==> config.mk <==
export PLATFORM = sky130hd
export DESIGN_NAME = mario_pixel_fetch_scheduler
export DESIGN_NICKNAME = d
export VERILOG_FILES = /design/src/rtl/mario_pixel_fetch_scheduler.sv
export SDC_FILE = /design/constraint.sdc
export NUM_CORES = 1
export LEC_CHECK = 0
export BUFFER_PORTS_ARGS = -buffer_cell sky130_fd_sc_hd__clkbuf_2
export CORE_MARGIN = 2
export CORE_UTILIZATION = 40
export CTS_BUF_LIST = sky130_fd_sc_hd__clkbuf_4 sky130_fd_sc_hd__clkbuf_8 sky130_fd_sc_hd__clkbuf_16
export DETAILED_ROUTE_END_ITERATION = 8
export PLACE_DENSITY_LB_ADDON = 0.3
export SYNTH_ARGS = -nofsm -noshare
export SYNTH_HDL_FRONTEND = slang
export SYNTH_SLANG_ARGS = --single-unit
==> constraint.sdc <==
create_clock -name Clk -period 8 [get_ports Clk]
set_input_delay 1.6 -clock Clk [delete_from_list [all_inputs] [get_ports Clk]]
set_output_delay 1.6 -clock Clk [all_outputs]
set_load 0.03 [all_outputs]
==> src/rtl/mario_pixel_fetch_scheduler.sv <==
// Shares one synchronous sprite/tile memory between the Mario and ground fetchers, two reads per pixel.
// Latency: 3 cycles from accepted pix_ce to px_valid; a strobe during the second slot is dropped and flagged.
module mario_pixel_fetch_scheduler #(
    parameter int          SPRITE_W    = 32,
    parameter int          SPRITE_H    = 32,
    parameter int          TILE        = 32,
    parameter int          GROUND_Y    = 416,
    parameter int          MARIO_BASE  = 0,
    parameter int          GROUND_BASE = 1024,
    parameter logic [23:0] TRANSPARENT = 24'hFF00FF,
    parameter int          ADDR_W      = 15
) (
    input  logic              Clk,
    input  logic              Reset,
    input  logic              pix_ce,
    input  logic [9:0]        DrawX,
    input  logic [9:0]        DrawY,
    input  logic [9:0]        MarioX,
    input  logic [9:0]        MarioY,
    input  logic              mario_dir,
    output logic [ADDR_W-1:0] mem_addr,
    output logic              mem_rd,
    input  logic [23:0]       mem_rdata,
    output logic              mario,
    output logic [23:0]       mario_pic_out,
    output logic [23:0]       ground,
    output logic              px_valid,
    output logic              overrun
);
    localparam int TB_W = $clog2(TILE);

    typedef enum logic {SLOT_A, SLOT_B} slot_e;

    slot_e             slot_q;
    logic [9:0]        mx_q, my_q;
    logic              dir_q;
    logic [ADDR_W-1:0] addr_q, gnd_addr_q;
    logic              spr_hit_q, gnd_hit_q, s1_vld_q;
    logic              stg_hit_q, gnd_hit2_q, s2_vld_q;
    logic [23:0]       stg_dat_q;
    logic              mario_q, px_valid_q, overrun_q;
    logic [23:0]       pic_q, gnd_q;

    logic              accept_d, frame0_d, dir_d, spr_hit_d, gnd_hit_d;
    logic [9:0]        mx_d, my_d, dx_d, dy_d, col_d;
    logic [TB_W-1:0]   yoff_d;
    logic [ADDR_W-1:0] spr_addr_d, gnd_addr_d;

    // The frame-start pixel sees the live position; all later pixels use the latched copy.
    always_comb begin
        accept_d   = pix_ce && (slot_q == SLOT_A) && !Reset;
        frame0_d   = (DrawX == 10'd0) && (DrawY == 10'd0);
        mx_d       = frame0_d ? MarioX : mx_q;
        my_d       = frame0_d ? MarioY : my_q;
        dir_d      = frame0_d ? mario_dir : dir_q;
        dx_d       = DrawX - mx_d;
        dy_d       = DrawY - my_d;
        spr_hit_d  = (dx_d < 10'(SPRITE_W)) && (dy_d < 10'(SPRITE_H));
        col_d      = dir_d ? (10'(SPRITE_W - 1) - dx_d) : dx_d;
        spr_addr_d = ADDR_W'(MARIO_BASE + int'(dy_d) * SPRITE_W + int'(col_d));
        gnd_hit_d  = DrawY >= 10'(GROUND_Y);
        yoff_d     = TB_W'(DrawY - 10'(GROUND_Y));
        gnd_addr_d = ADDR_W'(GROUND_BASE + int'(yoff_d) * TILE + int'(DrawX[TB_W-1:0]));
    end

    // Address must be on the bus in the strobe cycle itself, so the read port is combinational.
    always_comb begin
        mem_rd   = 1'b0;
        mem_addr = addr_q;
        if (accept_d && spr_hit_d) begin
            mem_rd   = 1'b1;
            mem_addr = spr_addr_d;
        end else if (!Reset && (slot_q == SLOT_B) && gnd_hit_q) begin
            mem_rd   = 1'b1;
            mem_addr = gnd_addr_q;
        end
    end

    always_ff @(posedge Clk) begin
        if (Reset) begin
            slot_q     <= SLOT_A;
            mx_q       <= '0;
            my_q       <= '0;
            dir_q      <= 1'b0;
            addr_q     <= '0;
            gnd_addr_q <= '0;
            spr_hit_q  <= 1'b0;
            gnd_hit_q  <= 1'b0;
            s1_vld_q   <= 1'b0;
            stg_hit_q  <= 1'b0;
            gnd_hit2_q <= 1'b0;
            s2_vld_q   <= 1'b0;
            stg_dat_q  <= '0;
            mario_q    <= 1'b0;
            pic_q      <= '0;
            gnd_q      <= '0;
            px_valid_q <= 1'b0;
            overrun_q  <= 1'b0;
        end else begin
            if (slot_q == SLOT_A) begin
                if (pix_ce) slot_q <= SLOT_B;
            end else begin
                slot_q <= SLOT_A;
                if (pix_ce) overrun_q <= 1'b1;
            end
            if (accept_d && frame0_d) begin
                mx_q  <= MarioX;
                my_q  <= MarioY;
                dir_q <= mario_dir;
            end
            if (mem_rd) addr_q <= mem_addr;
            if (accept_d) gnd_addr_q <= gnd_addr_d;
            s1_vld_q   <= accept_d;
            spr_hit_q  <= accept_d && spr_hit_d;
            gnd_hit_q  <= accept_d && gnd_hit_d;
            // Sprite texel arrives one cycle before the ground texel and waits here.
            s2_vld_q   <= s1_vld_q;
            stg_hit_q  <= spr_hit_q;
            stg_dat_q  <= mem_rdata;
            gnd_hit2_q <= gnd_hit_q;
            px_valid_q <= s2_vld_q;
            if (s2_vld_q) begin
                mario_q <= stg_hit_q && (stg_dat_q != TRANSPARENT);
                pic_q   <= stg_hit_q ? stg_dat_q : 24'd0;
                gnd_q   <= gnd_hit2_q ? mem_rdata : 24'd0;
            end
        end
    end

    assign mario         = mario_q;
    assign mario_pic_out = pic_q;
    assign ground        = gnd_q;
    assign px_valid      = px_valid_q;
    assign overrun       = overrun_q;
endmodule

==> results.toml, run 1 <==
[min_path]
hold_path_class = "flip-flop to flip-flop"
whs_path_depth = 1
hp-start = "spr_hit_q$_SDFF_PP0_"

[sta]
worst_pin_slew_ns = 1.03
slew_headroom_pct = 31.4
fin_tns_setup_ns = 0
finalSetupViolCount = 0
max_clock_freq_mhz = 131
maxSlewViolCount = 0
fin_crit_ns = 7.64
finalClockSkew_ns = 0.00643
fin_crit_sh_pct = 95.5
rsz0062_at_grt = "false"
hold_viol = 0

[synthesis]
synth_fa_ha_area_share_pct = 5.89
synth_top_flop_cell = "dfxtp_1"
synthArstFlopShare_pct = 0
syn_avg_cell_area_um2 = 8.79
ys_seq_area_share_pct = 42.2
yosysTopAreaCellShare_pct = 42.2
synth_mux_area_share_pct = 4.66
synth_warnings = 0
synth_xor_area_share_pct = 3.72
synth_top_family_by_area = "simple AND/OR/NAND/NOR gates"
syn_nets = 791
synth_cell_types = 57
synth_top_area_cell = "dfxtp_1"
synth_seq_cells = 129
synthTopCellsByArea = "dfxtp_1, nor2b_1, a21oi_1"
yosys.area_share.simple_pct = 24.4
syn-cell-area_mm2 = 0.00612
synth_edf_count = 0
synth-compound-area-share_pct = 15.1
synthCells = 696

[layout]
layout.nets = 915
utilization_pct = 50.2
area_delta_synth_final_pct = 23.9
regArea_mm2 = 0.00258
multi_input_area_mm2 = 0.00336
num_antenna_cells = 0
fillers = 1470
drive_above_1_share_pct = 25.6

[die]
io_pins = 135
die_h_um = 128
start_util_pct = 40.6
fp-row-count = 45
core_mm2 = 0.0151
die_w_um = 128
die-area_mm2 = 0.0163

[routing]
drt_wl_total_mm = 14.7
dr_wl_met2_mm = 6.47
highest_layer = "met4"
detail-route-antenna-nets = 0
viasPerCell = 4.99
drcViolationCount = 0
met1_length_mm = 7.24
wl_per_cell_um = 14.4
routed-wl-met3_um = 650
drtIter0Drc = 184
firstDrtPassIters = 4
vias = 5091

[setup_path]
crit_arrival_ns = 6.04
max_stage_delay_ns = 0.34
startpoint_type = "input pin"
endpoint_kind = "primary output"
cp_cell_sequence = "clkbuf_2, nor4_2, buf_4, nand2_1, nor2_4, buf_4, mux2i_1, ha_2, a21o_1, a221oi_4, xnor2_1, inv_1, ha_1, mux2_2, ha_1, a21o_1, a21oi_2, o21bai_1, a21oi_1, xnor2_1, a22oi_2, nand2_1, clkbuf_2"
slowest_stage = "ha_2"
critical_path.max_fanout = 5
crit_required_ns = 6.40
r2r_cells = 18
startpoint = "DrawX[2]"
r2r-start = "mx_q[0]$_SDFFE_PP0P_"
crit_type = "input pin to primary output"

[global_route]
grt_max_degree = 71
overflow = 0
antenna_found_initial = 0
grt_pass1_vias = 4833
grt.total_usage_pct = 18.4
grt_pass1_wl_mm = 23.8

[place]
hpwl_mm = 10.2
port_buffers = 134
place_congestion = 0.800

[cts]
insertion_delay_ns = 0.42
cts_buffer_depth = 2
cts.sinks = 129
clkTransAtPathRegs_ns = 0.06
root_buffer = "clkbuf_16"
cts_tree = "done"
cts_buffers = 17
cts_hold_buf = 0
htreeDepth = 4

[flow_run]
maxCapViolCount = 0

[pwr]
p_per_area_mw_per_mm2 = 204
vdd_drop_max_mv = 0.137
power.leakage_nw = 3.32

[run_status]
status = "finished, final reports clean"
per-layer routing:
layer  vias up  track usage (%)
met5         -                0
met2       123             27.7
met1      2326             25.1
met3        26             4.72
met4         0             7.69
li1       2616                -
what timing repair did:
action	4_1_cts	5_1_grt
endpoints found under the hold margin	0	0
gates resized for setup	0	11
endpoints found under the setup margin	0	1
buffers inserted	0	0
cells in the mapped netlist (2+ instances only):
cell      count
buf_1         3
and3_1        6
fa_1          3
a22oi_2       5
buf_6         3
mux2_4        2
nor2b_1      83
a21oi_1      86
a211oi_1      3
a21o_1        9
ha_1         24
mux2_2        4
nand3_1       8
inv_1        19
a31oi_1       2
nor4b_1       2
nand2b_1      6
and2_1        3
o21ai_0       4
xnor2_1      20
xor2_1        6
and2b_1       2
o21bai_1      3
nor2_1       67
o22ai_1       2
a21oi_2       2
nand2_1      81
nand4_1       5
o211ai_1      2
mux2i_1      21
dfxtp_1     129
nor4_1        5
nor3_1        2
nor3_2        2
a221oi_2      5
nor3b_1       4
nand3b_1      9
o21a_1        3
clkbuf_1     33
stage by stage:
stage | setup WS [ns] | hold WS [ns] | std cells | power (mW) | cell area (µm²)
final | 0.364 | 0.435 | 1021 | 1.55 | 7580
after detailed placement | 0.209 | 0.423 | 989 | 0.810 | 6940
after floorplan | 0.186 | 0.414 | 696 | 0.763 | 6120
after global placement | 0.286 | 0.415 | 989 | 0.810 | 6940
after global routing | 0.0422 | 0.458 | 1021 | 1.61 | 7580
after CTS | 0.183 | 0.437 | 1021 | 1.56 | 7510
critical path: cells and delay by family:
kind,cells,cell delay [ns]
compound gates,7,1.37
xor+xnor,2,0.32
fa+ha+maj,3,0.90
buf+inv,5,0.71
mux,2,0.50
simple gates,4,0.64
layout make-up:
class	instances	area share, %
multi-input cells	508	44.3
repair buffers	145	9.97
clock buffers	17	5.61
flip-flops and latches	129	34.1
well taps	188	3.10
clock inverters	15	1.96
inverters	19	0.941
where the power goes:
part           switching [mW]  internal [mW]
Combinational          0.0786         0.0589
Clock                   0.312          0.437
Sequential            0.00889          0.654
Total                   0.400           1.15
registers in the layout, indices dropped and copies added, names as in the netlist:
name and flops:
stg_hit_q 1, dir_q 1, overrun 1, s1_vld_q 1
spr_hit_q 1, stg_dat_q 24, addr_q 15, slot_q 1
mario_pic_out 24, gnd_addr_q 11, mario 1, gnd_hit_q 1
gnd_hit2_q 1, my_q 10, ground 24, mx_q 10
px_valid 1, s2_vld_q 1
path summary, 6_finish.rpt:
| kind | slack (ns) | endpoint |
|---|---|---|
| setup / recovery | 0.36 | mem_addr[10] |
| hold / removal | 0.44 | stg_hit_q$_SDFF_PP0_ |
| setup reg to reg | 4.05 | addr_q[10]$_SDFFE_PP0P_ |
| hold reg to reg | 0.44 | stg_hit_q$_SDFF_PP0_ |
placed cells by master, fill, tap and decap left out, types with 3 or more instances in the layout:
| cell | instances |
|---|---|
| a211oi_1 | 3 |
| a21o_1 | 9 |
| a21oi_1 | 85 |
| a21oi_2 | 3 |
| a221oi_2 | 5 |
| a22oi_2 | 5 |
| and2_1 | 3 |
| and3_1 | 6 |
| buf_4 | 12 |
| clkbuf_16 | 17 |
| clkbuf_2 | 133 |
| clkinv_4 | 3 |
| dfxtp_1 | 128 |
| fa_1 | 3 |
| ha_1 | 23 |
| inv_1 | 19 |
| inv_6 | 6 |
| mux2_2 | 4 |
| mux2i_1 | 21 |
| nand2_1 | 81 |
| nand2b_1 | 6 |
| nand3_1 | 7 |
| nand3b_1 | 9 |
| nand4_1 | 5 |
| nor2_1 | 66 |
| nor2b_1 | 83 |
| nor3b_1 | 4 |
| nor4_2 | 3 |
| o21a_1 | 3 |
| o21ai_0 | 4 |
| o21bai_1 | 3 |
| xnor2_1 | 20 |
| xor2_1 | 6 |
kinds of logic after synthesis:
| family | Yosys count |
|---|---|
| fa+ha+maj | 27 |
| simple gates | 290 |
| compound gates | 138 |
| xor+xnor | 26 |
| flops | 129 |
| mux | 27 |
| buf+inv | 59 |
Power figures use the tool's default switching activity.
==> inputs of run 2 (changes only) <==
clock period = 9.08 ns   (was 8 ns; I/O delays follow)
==> run 2 against run 1 <==
Compared with the run above: clock power is 13% lower; clock-buffer cell count is 2 higher; via count is 1.5% lower; cell count is 0.59% lower; critical path depth stayed put; core utilization is 0.78 points lower; flip-flop and latch count stayed put; critical path type unchanged.
==> results.toml, run 2 (same netlist as run 1, synthesis figures left out) <==
[run_status]
status = "finished, final reports clean"

[sta]
max_clock_freq_mhz = 119
fin_crit_sh_pct = 92.9
hold_viol = 0
worst_pin_slew_ns = 1.03
slew_headroom_pct = 31.5
finalClockSkew_ns = 0.0115
maxSlewViolCount = 0
fin_crit_ns = 8.43
fin_tns_setup_ns = 0
rsz0062_at_grt = "false"
finalSetupViolCount = 0

[cts]
cts_hold_buf = 0
insertion_delay_ns = 0.42
cts_resized = 0
cts_buffer_depth = 2
clkTransAtPathRegs_ns = 0.06
htreeDepth = 4
cts_buffers = 17
root_buffer = "clkbuf_16"
cts.sinks = 129
post_cts_buffers = 0
cts_tree = "done"

[routing]
vias = 5016
viasPerCell = 4.94
firstDrtPassIters = 5
drtIter0Drc = 268
wl_per_cell_um = 14.2
detail-route-antenna-nets = 0
drcViolationCount = 0
drt_wl_total_mm = 14.4

[layout]
area_delta_synth_final_pct = 22.0
final_cell_mix = "clkbuf_2, dfxtp_1, a21oi_1"
num_antenna_cells = 0
utilization_pct = 49.5
fillers = 1451
layout.nets = 909
final_common_cell = "clkbuf_2"
stdcell_area_mm2 = 0.00746
drive_above_1_share_pct = 24.2

[pwr]
p_per_area_mw_per_mm2 = 181
vdd_drop_max_mv = 0.126
power.total_mw = 1.35
power.leakage_nw = 3.27

[global_route]
grt_max_degree = 83
antenna_found_initial = 0
grt_pass1_wl_mm = 23.6
overflow = 0
grt_pass1_vias = 4705
grt.total_usage_pct = 18.3

[setup_path]
crit_family = "compound AO/OA/AOI/OAI gates"
r2r_cells = 18
startpoint_type = "input pin"
crit_arrival_ns = 6.62
slowest_stage = "nor2_2"
crit_required_ns = 7.26
critPathMostFrequentCell = "ha_1"
startpoint = "DrawX[5]"
cp_cell_sequence = "clkbuf_2, nor4_1, nand3_1, nor2_2, mux2_2, ha_1, inv_1, fa_1, a21o_1, a221oi_4, xnor2_1, inv_1, ha_1, mux2_2, ha_1, a21o_1, a21oi_1, o21bai_1, a21oi_1, xnor2_1, a22oi_2, nand2_1, clkbuf_2"
crit_type = "input pin to primary output"
max_stage_delay_ns = 0.40
worst-path-buf-inv = 4
crit_cells = 23
critical_path.max_fanout = 7
endpoint_kind = "primary output"
r2r-start = "mx_q[0]$_SDFFE_PP0P_"

[die]
die-area_mm2 = 0.0163
die_w_um = 128
start_util_pct = 40.6
io_pins = 135
fp-row-count = 45
die_h_um = 128
core_mm2 = 0.0151

[min_path]
hold_path_class = "flip-flop to flip-flop"
hp-start = "spr_hit_q$_SDFF_PP0_"
whs_path_depth = 1

[place]
dpl_cell_area_mm2 = 0.00690
port_buffers = 134
place_congestion = 0.765
hpwl_mm = 10.1

[flow_run]
maxCapViolCount = 0
## run 2: cell count changes in the layout (fill, tap and decap cells not counted), sizes merged
cell,before,now
clkbuf,150,152
clkinvlp,1,4
inv,27,24
clkinv,5,3
buf,12,6
## run 2: worst paths after layout
| path | endpoint | slack, ns |
|---|---|---|
| max | mem_addr[10] | 0.65 |
| min | stg_hit_q$_SDFF_PP0_ | 0.44 |
| max reg2reg | addr_q[10]$_SDFFE_PP0P_ | 5.11 |
| min reg2reg | stg_hit_q$_SDFF_PP0_ | 0.44 |
## run 2: cell type report
class | instances | area [µm²] | share of cell area [%]
repair buffers | 139 | 711 | 9.52
inverters | 19 | 71.3 | 0.955
flip-flops and latches | 129 | 2580 | 34.6
multi-input cells | 508 | 3290 | 44.1
well taps | 188 | 235 | 3.15
clock inverters | 13 | 129 | 1.73
clock buffers | 19 | 440 | 5.90
## run 2: worst reg2reg max path: stages (launching register included)
cell and delay, ns:
dfxtp_1 0.32, mux2_2 0.15, ha_1 0.16, inv_1 0.05, fa_1 0.40, a21o_1 0.23, a221oi_4 0.28, xnor2_1 0.21
inv_1 0.08, ha_1 0.26, mux2_2 0.28, ha_1 0.30, a21o_1 0.18, a21oi_1 0.21, o21bai_1 0.09, a21oi_1 0.18
xnor2_1 0.15, a22oi_2 0.10, a221oi_2 0.26
## run 2: report_power, final
part,switching [mW],internal [mW]
Combinational,0.0653,0.0496
Sequential,0.00796,0.577
Clock,0.266,0.388
## run 2: routing by layer
| layer | vias to the layer above | global-route usage (%) | part of all wire, % |
|---|---|---|---|
| met3 | 6 | 5.59 | 5.4 |
| met1 | 2276 | 25.1 | 48 |
| met5 | - | 0 | 0 |
| met4 | 0 | 5.82 | 0.85 |
| li1 | 2604 | - | - |
| met2 | 130 | 27.4 | 45 |
## run 2: per-stage QoR
stage          setup WS, ns  hold slack, ns  std cells
5_1_grt               0.274           0.444       1015
3_3_place_gp          0.740           0.416        983
6_report              0.649           0.436       1015
4_1_cts               0.608           0.443       1015
3_5_place_dp          0.628           0.431        983
2_1_floorplan         0.834           0.414        696
==> inputs of run 3 (changes only) <==
clock period = 9 ns   (was 9.08 ns; I/O delays follow)
==> run 3 against run 2 <==
Compared with the run above: worst hold slack got worse by 0.0044 ns; critical path depth did not move; critical path type unchanged; via count rose by 0.24%; sequential share of layout area fell by 0.24 points; cell area rose by 0.69%; die area did not move; total power rose by 4.9%; flip-flop and latch count did not move; clock skew fell by 0.0013 ns; clock-buffer cell count did not move; cell count did not move.
==> results.toml, run 3 (same netlist as run 1, synthesis figures left out) <==
[setup_path]
crit_type = "input pin to primary output"
r2r_setup_slack_ns = 5.01
crit_end = "mem_addr[10]"
crit_arrival_ns = 6.63
r2r_end = "addr_q[10]$_SDFFE_PP0P_"
r2r_cells = 18
r2r-start = "mx_q[0]$_SDFFE_PP0P_"
startpoint = "DrawX[2]"
crit_required_ns = 7.20
startpoint_type = "input pin"
endpoint_kind = "primary output"
critical_path.max_fanout = 7

[cts]
htreeDepth = 4
root_buffer = "clkbuf_16"
clkTransAtPathRegs_ns = 0.05
cts_tree = "done"
post_cts_buffers = 0
cts_buffers = 17
cts_buffer_depth = 2
cts_resized = 0
cts_hold_buf = 0
cts.sinks = 129
insertion_delay_ns = 0.42

[sta]
finalSetupViolCount = 0
maxSlewViolCount = 0
finalClockSkew_ns = 0.0102
fin_tns_setup_ns = 0
worst_pin_slew_ns = 1.04
hold_viol = 0
slew_headroom_pct = 30.4
rsz0062_at_grt = "false"
worst_hold_slack_ns = 0.432
fin_crit_ns = 8.43
fin_crit_sh_pct = 93.7
max_clock_freq_mhz = 119

[place]
place_congestion = 0.769
port_buffers = 134
hpwl_mm = 10.2

[routing]
viasPerCell = 4.95
drt_wl_total_mm = 14.6
vias = 5028
drtIter0Drc = 254
drcViolationCount = 0
wl_per_cell_um = 14.4
detail-route-antenna-nets = 0
firstDrtPassIters = 5

[layout]
layout.nets = 909
area_delta_synth_final_pct = 22.8
num_antenna_cells = 0
final_common_cell = "clkbuf_2"
drive_above_1_share_pct = 24.2
final_cell_mix = "clkbuf_2, dfxtp_1, a21oi_1"

[flow_run]
maxCapViolCount = 0

[pwr]
power.leakage_nw = 3.30
vdd_drop_max_mv = 0.122
p_per_area_mw_per_mm2 = 189

[global_route]
use_met1_pct = 24.5
busiest_layer = "met2"
grt.total_usage_pct = 18.1
grtUsageMet3_pct = 5.01
grt_pass1_wl_mm = 23.6
grt_pass1_vias = 4755
grt_max_degree = 92
antenna_found_initial = 0
overflow = 0
grt_util_met2_pct = 27.7

[die]
die_h_um = 128
core_mm2 = 0.0151
start_util_pct = 40.6
die-area_mm2 = 0.0163
io_pins = 135
die_w_um = 128
fp-row-count = 45

[min_path]
hold_path_class = "flip-flop to flip-flop"

[run_status]
status = "finished, final reports clean"
-- run 3: changes by cell type in the layout (fill, tap and decap cells not counted) --
cell / delta
clkbuf_4: -1
clkinv_2: -1
inv_8: -1
bufinv_16: +2
clkinv_4: +1
clkinvlp_4: -1
clkbuf_8: +1
-- run 3: cell type report --
type,count,area (µm²)
clock buffers,19,447
clock inverters,13,174
fillers,1439,7570
inverters,19,71.3
multi-input cells,508,3290
flip-flops and latches,129,2580
well taps,188,235
repair buffers,139,711
-- run 3: power breakdown --
part           switching, mW  internal (mW)  total (mW)
Clock                  0.262          0.450       0.712
Sequential           0.00839          0.582       0.590
Combinational         0.0664         0.0500       0.116
Total                  0.337           1.08        1.42
-- run 3: how the worst min path moves through the flow --
stage | depth (start not counted) | slack [ns] | startpoint | to
6_report | 1 | 0.43 | s1_vld_q$_SDFF_PP0_ | s2_vld_q$_SDFF_PP0_
5_1_grt | 1 | 0.45 | spr_hit_q$_SDFF_PP0_ | stg_hit_q$_SDFF_PP0_
4_1_cts | 1 | 0.44 | spr_hit_q$_SDFF_PP0_ | stg_hit_q$_SDFF_PP0_
3_5_place_dp | 1 | 0.42 | spr_hit_q$_SDFF_PP0_ | stg_hit_q$_SDFF_PP0_
3_3_place_gp | 1 | 0.42 | spr_hit_q$_SDFF_PP0_ | stg_hit_q$_SDFF_PP0_
2_1_floorplan | 1 | 0.41 | s1_vld_q$_SDFF_PP0_ | s2_vld_q$_SDFF_PP0_
-- run 3: metal layers --
| metal | share of wire [%] | routed length (µm) | vias up |
|---|---|---|---|
| met4 | 2.0 | 295 | 0 |
| met2 | 45 | 6560 | 148 |
| met3 | 4.8 | 706 | 24 |
| li1 | - | - | 2596 |
| met1 | 48 | 7020 | 2260 |
| met5 | 0 | 0 | - |
-- run 3: through the flow --
step                util [%]  std cells  area (µm²)  total power, mW  setup WS [ns]
detailed placement      45.7        983        6900            0.718          0.560
global route            49.8       1015        7520             1.48          0.158
floorplan                  -        696        6120            0.678          0.786
global placement        45.7        983        6900            0.718          0.696
finish                  49.8       1015        7520             1.42          0.565
CTS                     49.8       1015        7520             1.43          0.528
-- run 3: worst max-delay path: stages --
cell      delay [ns]
clkbuf_2        0.10
nor4_1          0.41
nand2_1         0.21
nor2_2          0.38
mux2_2          0.23
ha_1            0.15
inv_1           0.06
fa_1            0.41
a21o_1          0.24
a221oi_4        0.29
xnor2_1         0.21
inv_1           0.07
ha_1            0.26
mux2_2          0.28
ha_1            0.30
a21o_1          0.18
a21oi_1         0.22
o21bai_1        0.09
a21oi_1         0.17
xnor2_1         0.10
a22oi_2         0.20
nand2_1         0.09
clkbuf_2        0.19
